[config.mk]
export PLATFORM = sky130hd
export DESIGN_NAME = mod_arbiter_rr
export DESIGN_NICKNAME = d
export VERILOG_FILES = /design/src/rtl/mod_arbiter_rr.sv
export SDC_FILE = /design/constraint.sdc
export NUM_CORES = 2
export LEC_CHECK = 0
export ABC_CLOCK_PERIOD_IN_PS = 79400
export CORE_AREA = 5 5 730 732
export CTS_CLUSTER_DIAMETER = 60
export DETAILED_ROUTE_END_ITERATION = 7
export DIE_AREA = 0 0 735 737
export PLACE_DENSITY_LB_ADDON = 0.15
export SLEW_MARGIN = 20
export SYNTH_ARGS = -nofsm -noshare
export SYNTH_HDL_FRONTEND = slang
export SYNTH_SLANG_ARGS = --single-unit
[constraint.sdc]
create_clock -name clk -period 79.4 [get_ports clk]
set_input_delay 11.91 -clock clk [delete_from_list [all_inputs] [get_ports clk]]
set_output_delay 11.91 -clock clk [all_outputs]
set_load 0.01 [all_outputs]
[src/rtl/mod_arbiter_rr.sv]
// mod_arbiter_rr: round-robin cache-line arbiter between N L1 clients and the single Sysbus
// master port. One line moves per transaction as DATA_WIDTH/BUS_WIDTH bus beats (beat 0 first).
// Tag bit 0 selects READ (1) or WRITE (0).
//
// Ports:
//   clk, reset        clock (posedge) and asynchronous active-high reset
//   cli_reqcyc/ack    per-client request valid / one-cycle grant pulse
//   cli_req/reqtag/   per-client address, tag, write line (client i at [i*W +: W])
//   cli_reqdata
//   cli_respcyc       per-client one-cycle completion pulse
//   cli_resp/resptag  shared returned line and tag, held until the next completion
//   sys_req/reqtag/   Sysbus address or write-data beat, tag, valid, accept
//   reqcyc/reqack
//   sys_resp/resptag/ Sysbus read-data beat, tag, valid; respack mirrors respcyc
//   respcyc/respack
//   protocol_err      sticky: a response beat arrived while no read was collecting beats
module mod_arbiter_rr #(
   parameter int unsigned NUM_CLIENTS = 2,
   parameter int unsigned DATA_WIDTH  = 512,
   parameter int unsigned BUS_WIDTH   = 64,
   parameter int unsigned TAG_WIDTH   = 13
) (
   input  logic                              clk,
   input  logic                              reset,
   input  logic [NUM_CLIENTS-1:0]            cli_reqcyc,
   output logic [NUM_CLIENTS-1:0]            cli_reqack,
   input  logic [NUM_CLIENTS*BUS_WIDTH-1:0]  cli_req,
   input  logic [NUM_CLIENTS*TAG_WIDTH-1:0]  cli_reqtag,
   input  logic [NUM_CLIENTS*DATA_WIDTH-1:0] cli_reqdata,
   output logic [NUM_CLIENTS-1:0]            cli_respcyc,
   output logic [DATA_WIDTH-1:0]             cli_resp,
   output logic [TAG_WIDTH-1:0]              cli_resptag,
   output logic [BUS_WIDTH-1:0]              sys_req,
   output logic [TAG_WIDTH-1:0]              sys_reqtag,
   output logic                              sys_reqcyc,
   input  logic                              sys_reqack,
   input  logic [BUS_WIDTH-1:0]              sys_resp,
   input  logic [TAG_WIDTH-1:0]              sys_resptag,
   input  logic                              sys_respcyc,
   output logic                              sys_respack,
   output logic                              protocol_err
);

   localparam int unsigned Beats = DATA_WIDTH / BUS_WIDTH;
   localparam int unsigned BeatW = (Beats > 1) ? $clog2(Beats) : 1;
   localparam int unsigned CliW  = (NUM_CLIENTS > 1) ? $clog2(NUM_CLIENTS) : 1;
   localparam logic [BeatW-1:0] LastBeat  = BeatW'(Beats - 1);
   localparam logic [CliW-1:0]  LastCli   = CliW'(NUM_CLIENTS - 1);

   if ((DATA_WIDTH % BUS_WIDTH) != 0) begin : g_bad_width
      $fatal(1, "DATA_WIDTH must be a multiple of BUS_WIDTH");
   end

   typedef enum logic [2:0] {StIdle, StAddr, StWr, StRd, StResp} state_e;

   state_e                 state_q, state_d;
   logic [CliW-1:0]        rr_ptr_q, rr_ptr_d;
   logic [CliW-1:0]        grant_q, grant_d;
   logic [BeatW-1:0]       beat_q, beat_d;
   logic [TAG_WIDTH-1:0]   tag_q, tag_d;
   logic [DATA_WIDTH-1:0]  line_q, line_d;
   logic [NUM_CLIENTS-1:0] reqack_q, reqack_d;
   logic [NUM_CLIENTS-1:0] respcyc_q, respcyc_d;
   logic [DATA_WIDTH-1:0]  resp_q, resp_d;
   logic [TAG_WIDTH-1:0]   resptag_q, resptag_d;
   logic [BUS_WIDTH-1:0]   sys_req_q, sys_req_d;
   logic                   sys_reqcyc_q, sys_reqcyc_d;
   logic                   perr_q, perr_d;

   // Circular search for the first requester starting at rr_ptr_q.
   logic            found;
   logic [CliW-1:0] grant_idx;
   logic [CliW-1:0] cand;

   always_comb begin
      found     = 1'b0;
      grant_idx = '0;
      cand      = '0;
      for (int unsigned i = 0; i < NUM_CLIENTS; i++) begin
         cand = CliW'((32'(rr_ptr_q) + i) % NUM_CLIENTS);
         if (!found && cli_reqcyc[cand]) begin
            found     = 1'b1;
            grant_idx = cand;
         end
      end
   end

   logic [BeatW-1:0] beat_inc;
   assign beat_inc = beat_q + BeatW'(1);

   always_comb begin
      state_d      = state_q;
      rr_ptr_d     = rr_ptr_q;
      grant_d      = grant_q;
      beat_d       = beat_q;
      tag_d        = tag_q;
      line_d       = line_q;
      reqack_d     = '0;
      respcyc_d    = '0;
      resp_d       = resp_q;
      resptag_d    = resptag_q;
      sys_req_d    = sys_req_q;
      sys_reqcyc_d = sys_reqcyc_q;
      // Beats are only expected while collecting a read line; anything else is dropped.
      perr_d       = perr_q | (sys_respcyc && (state_q != StRd));

      unique case (state_q)
         StIdle: begin
            if (found) begin
               grant_d             = grant_idx;
               rr_ptr_d            = (grant_idx == LastCli) ? '0 : grant_idx + CliW'(1);
               reqack_d[grant_idx] = 1'b1;
               sys_req_d           = cli_req[32'(grant_idx) * BUS_WIDTH +: BUS_WIDTH];
               tag_d               = cli_reqtag[32'(grant_idx) * TAG_WIDTH +: TAG_WIDTH];
               line_d              = cli_reqdata[32'(grant_idx) * DATA_WIDTH +: DATA_WIDTH];
               sys_reqcyc_d        = 1'b1;
               state_d             = StAddr;
            end
         end
         StAddr: begin
            if (sys_reqack) begin
               beat_d = '0;
               if (tag_q[0]) begin
                  sys_reqcyc_d = 1'b0;
                  state_d      = StRd;
               end else begin
                  sys_req_d = line_q[BUS_WIDTH-1:0];
                  state_d   = StWr;
               end
            end
         end
         StWr: begin
            if (sys_reqack) begin
               if (beat_q == LastBeat) begin
                  sys_reqcyc_d       = 1'b0;
                  respcyc_d[grant_q] = 1'b1;
                  resptag_d          = tag_q;
                  beat_d             = '0;
                  state_d            = StResp;
               end else begin
                  beat_d    = beat_inc;
                  sys_req_d = line_q[32'(beat_inc) * BUS_WIDTH +: BUS_WIDTH];
               end
            end
         end
         StRd: begin
            if (sys_respcyc) begin
               line_d[32'(beat_q) * BUS_WIDTH +: BUS_WIDTH] = sys_resp;
               beat_d = beat_inc;
               if (beat_q == LastBeat) begin
                  respcyc_d[grant_q] = 1'b1;
                  resptag_d          = sys_resptag;
                  resp_d             = line_d;
                  beat_d             = '0;
                  state_d            = StResp;
               end
            end
         end
         StResp: begin
            state_d = StIdle;
         end
         default: begin
            state_d = StIdle;
         end
      endcase
   end

   always_ff @(posedge clk or posedge reset) begin
      if (reset) begin
         state_q      <= StIdle;
         rr_ptr_q     <= '0;
         grant_q      <= '0;
         beat_q       <= '0;
         tag_q        <= '0;
         line_q       <= '0;
         reqack_q     <= '0;
         respcyc_q    <= '0;
         resp_q       <= '0;
         resptag_q    <= '0;
         sys_req_q    <= '0;
         sys_reqcyc_q <= 1'b0;
         perr_q       <= 1'b0;
      end else begin
         state_q      <= state_d;
         rr_ptr_q     <= rr_ptr_d;
         grant_q      <= grant_d;
         beat_q       <= beat_d;
         tag_q        <= tag_d;
         line_q       <= line_d;
         reqack_q     <= reqack_d;
         respcyc_q    <= respcyc_d;
         resp_q       <= resp_d;
         resptag_q    <= resptag_d;
         sys_req_q    <= sys_req_d;
         sys_reqcyc_q <= sys_reqcyc_d;
         perr_q       <= perr_d;
      end
   end

   assign cli_reqack   = reqack_q;
   assign cli_respcyc  = respcyc_q;
   assign cli_resp     = resp_q;
   assign cli_resptag  = resptag_q;
   assign sys_req      = sys_req_q;
   assign sys_reqtag   = tag_q;
   assign sys_reqcyc   = sys_reqcyc_q;
   assign sys_respack  = sys_respcyc;
   assign protocol_err = perr_q;

endmodule

Word-level counts from Yosys, hierarchy flattened
Index checks and enable logic that the tools add are counted.

operators by class
  add/subtract/negate cells = 4
  multiply operators = 1
  order comparisons = 6
  equal/unequal tests = 14
  shifts and indexed selects = 6
  mux-type cells = 52
  bitwise operators = 1
  reduce and logical (&&, ||, !) cells = 18

operators with widths
  cell                                                                          count
  512-bit 2-to-1 mux                                                            2
  512-bit case mux with 2 select lines                                          1
  1024-bit by 11-bit variable part select with 512-bit output                   1
  512-bit bitwise mux                                                           1
  64-bit by 34-bit variable shift with 512-bit output, first input constant     1
  512-bit by 10-bit variable part select with 64-bit output                     1
  64-bit by 34-bit variable part select with 512-bit output                     1
  64-bit 2-to-1 mux                                                             5
  64-bit case mux with 3 select lines                                           1
  128-bit by 8-bit variable part select with 64-bit output                      1
  13-bit 2-to-1 mux                                                             4
  9-bit negator with 34-bit output                                              1
  3-bit 2-to-1 mux                                                              9
  13-bit case mux with 2 select lines                                           1
  26-bit by 6-bit variable part select with 13-bit output                       1
  2-bit inequality test, second input constant                                  9
  1-bit 2-to-1 mux                                                              17
  3-bit case mux with 4 select lines                                            1
  6-bit AND reduction                                                           2
  2-bit 2-to-1 mux                                                              5
  3-bit case mux with 3 select lines                                            1
  1-bit by 2-bit less-than comparator with 1-bit output, second input constant  4
  4-bit AND reduction                                                           2
  3-bit by 2-bit == test with 1-bit output, second input constant               2
  19 further kinds                                                              28

word-level totals
  register bits = 1128
  input bits = 1261

Depth between registers and ports, before layout
  word-level depth = 12
  depth in mapped cells = 12
  depth with buffers taken out = 8

Least setup slack after synthesis
No wires, ideal clock.

  path kind = in2out
  from = in sys_respcyc
  to = out sys_respack
  data arrival time = 12029 ps
  slack = 55461 ps
  stages on the path = 1
  cell sequence = buf_4

RTL lines
  what             RTL line  source
  start, declared  39        input logic sys_respcyc,
  end, declared    40        output logic sys_respack,

No word-level cell between the ends.

Worst setup path after layout
  from = in sys_respcyc
  to = out sys_respack

No word-level cell between the ends.

==> flow_summary.json <==
{
  "placed_cells": 14900,
  "antenna_found_initial": 131,
  "worstMarginPinSlew_ps": 1220,
  "areaGrowthSynthToFinish_pct": 55.8,
  "floorplan.rows": 267,
  "crit_path_start_kind": "input port",
  "path_clk_slew_ps": 60,
  "tritoncts.num_buffers": 199,
  "static-leakage-power_nw": 35.8,
  "hold_violations_final": 0,
  "first_global_vias": 66000,
  "power.density_mw_per_mm2": 48.5,
  "netlist_area_mm2": 0.0605,
  "drv.max_cap_violation_count": 0,
  "drive_gt1_share_pct": 10.5,
  "htreeDepth": 4,
  "hold_path_class": "reg2reg",
  "nets": 9415,
  "fin_cells": 15300,
  "latest_clock_arrival_within_the_worst_skew_pair_ps": 910,
  "critPathCaptureType": "output port",
  "grt_usage_pct": 19.7,
  "synthDominantAreaCellType": "sky130_fd_sc_hd__dfrtp_1",
  "fin_tns_setup_ps": 0,
  "synth_area_leaders": "sky130_fd_sc_hd__dfrtp_1 47%, sky130_fd_sc_hd__nor2_1 9.3%, sky130_fd_sc_hd__a21oi_1 7.9%",
  "drt_first_pass_iters": 6,
  "die_area_mm2": 0.542,
  "yosysWarnings": 0,
  "synth_ff_type": "sky130_fd_sc_hd__dfrtp_1",
  "timing.slew.headroom_pct": 18.8,
  "via_count": 65400,
  "max_freq_mhz": 39.8,
  "fp.dieW_um": 735,
  "synth_top_cells_by_count": "1495 x sky130_fd_sc_hd__nor2_1, 1128 x sky130_fd_sc_hd__dfrtp_1, 949 x sky130_fd_sc_hd__a21oi_1",
  "synthCells": 6541,
  "yosysTopAreaCellShare_pct": 46.7,
  "detail_route.vias_per_cell": 4.26,
  "synth_edf_count": 0,
  "ctsHoldBuffers": 0,
  "status": "finished, final reports clean",
  "worst-endpoint-arrival_ps": 13200,
  "crit_path_max_fanout": 7,
  "detailed_place_hpwl_um": 437000,
  "bufs_on_longest_clock_path": 4,
  "synth_seq_cells": 1128,
  "setup_viol_count_final": 0,
  "fin_crit_sh_pct": 31.6,
  "synth.yosys.seq_area_share_pct": 46.7,
  "cts.root.buffer_cell": "sky130_fd_sc_hd__clkbuf_16",
  "cp_data_required_time_ps": 67490,
  "crit_type": "in2out",
  "number_of_buffers_inserted_by_port_buffering": 1869,
  "initial_utilization_pct": 11.5,
  "gp_routability_congestion": 0.887,
  "irDropWorstVdd_uv": 30.8,
  "slew_viol_final": 0,
  "grt_remaining_overflow": 0,
  "synth_cell_type_count": 56,
  "largest_net_degree_at_the_start_of_global_routing": 136,
  "postSynthAreaPerCell_um2": 9.25,
  "io-pin-count": 1870,
  "fin_skew_ps": 80.5,
  "drt_iter0_drc": 6172,
  "synth_nets": 7807,
  "cts_setup_buffers": 0,
  "cts.sinks": 1128,
  "fp.coreArea_mm2": 0.526,
  "final.min_clock_period_ps": 25110,
  "cts_tree": "yes",
  "wl_um": 560000,
  "drc": 0,
  "ctsResizeCount": 0,
  "detail-route-antenna-nets": 0,
  "grt_setup_unrepaired": "false",
  "postSynth.asyncResetShare_pct": 100,
  "dominant_cell_by_count_in_the_synthesized_netlist": "sky130_fd_sc_hd__nor2_1",
  "routed_wire_length_per_instance_um": 36.5,
  "global_route_wire_length_before_repair_um": 714000,
  "chipHeight_um": 737
}
[critical path: stages]
cell and delay [ps]:
sky130_fd_sc_hd__clkdlybuf4s50_1 460, sky130_fd_sc_hd__buf_4 240, sky130_fd_sc_hd__clkdlybuf4s50_1 580
[flip-flops by register name, summed over array words and instances (netlist names)]
signal,count
protocol_err,1
cli_respcyc,2
rr_ptr_q,1
grant_q,1
cli_reqack,2
state_q,3
cli_resptag,13
sys_req,64
sys_reqtag,13
beat_q,3
sys_reqcyc,1
cli_resp,512
line_q,512
[layer usage]
layer  part of all wire, %  track usage, %  vias to the layer above  wire length, um
li1                      -               -                    27300                -
met1                    41            24.6                    34300           232000
met2                    47            33.0                     3199           263000
met3                   8.9            6.20                      534            49600
met4                   2.6            4.54                       58            14600
met5                 0.068               0                        -              379
[final cells by class]
class / count / area (um2)
Antenna cell: 36 / 90.1
Clock buffer: 252 / 5450
Inverter: 7 / 33.8
Fill cell: 58500 / 432000
Sequential cell: 1128 / 28200
Clock inverter: 114 / 1730
Multi-Input combinational cell: 4762 / 29700
Timing Repair Buffer: 2051 / 20200
Tap cell: 6994 / 8750
[placed cells by master, fill, tap and decap left out, drive strengths merged, types with 39 or more instances in the layout]
cell           Yosys  layout
mux2             143     143
dfrtp           1128    1128
mux4             128     128
o22a             128     128
o22ai             79      79
mux2i            150     150
a2bb2oi           79      79
buf              360     182
clkbuf           284     252
o32ai            205     205
nand2            541     541
nor2            1501    1501
a32oi            128     128
a22o             205     205
a31oi             92      92
a21oi            954     954
clkinv             0      50
o32a              52      52
clkdlybuf4s50      0    1869
a22oi            181     181
nor3              39      39
[worst paths after layout]
| check | from | end | slack, ps | depth (start not counted) |
|---|---|---|---|---|
| worst max-delay path | sys_respcyc | sys_respack | 54290 | 3 |
| worst min-delay path | grant_q | cli_respcyc[0] | 450 | 1 |
| worst max register to register | beat_q[0] | cli_resp[289] | 72980 | 11 |
| worst min register to register | grant_q | cli_respcyc[0] | 450 | 1 |
| max in group asynchronous | reset | cli_resp[91] | 62510 | 8 |
| min in group asynchronous | reset | cli_resp[118] | 11600 | 2 |
[power by group]
group	switching [mW]	internal (mW)	total [mW]
Sequential	0.306	0.855	1.16
Combinational	1.57	0.888	2.46
Clock	0.366	0.584	0.950
Total	2.24	2.33	4.57
[through the flow]
step | hold slack, ps | util [%] | setup slack (ps) | area (um2) | power [mW]
2_1_floorplan | 418 | - | 35720 | 60500 | 2.15
3_3_place_gp | 448 | 16.5 | 54260 | 86900 | 3.65
3_5_place_dp | 447 | 16.5 | 54270 | 86900 | 3.65
4_1_cts | 456 | 17.9 | 54270 | 94100 | 4.63
5_1_grt | 467 | 17.9 | 54220 | 94100 | 4.76
6_report | 454 | 17.9 | 54290 | 94200 | 4.57
[cells by family (layout without fill, tap and decap cells)]
logic type / after synthesis / in the layout / synth area share, %
and+or+nand+nor: 2144 / 2144 / 13.7
buffers and inverters: 651 / 2424 / 4.78
other: 0 / 36 / 0
DFF: 1128 / 1128 / 46.7
AOI/OAI and AO/OA: 2191 / 2191 / 24.8
muxes: 421 / 421 / 9.91
adders and majority gates: 5 / 5 / 0.103
xor gates and xnor gates: 1 / 1 / 0.0145
Note: power is estimated with default switching activity, not from simulation.
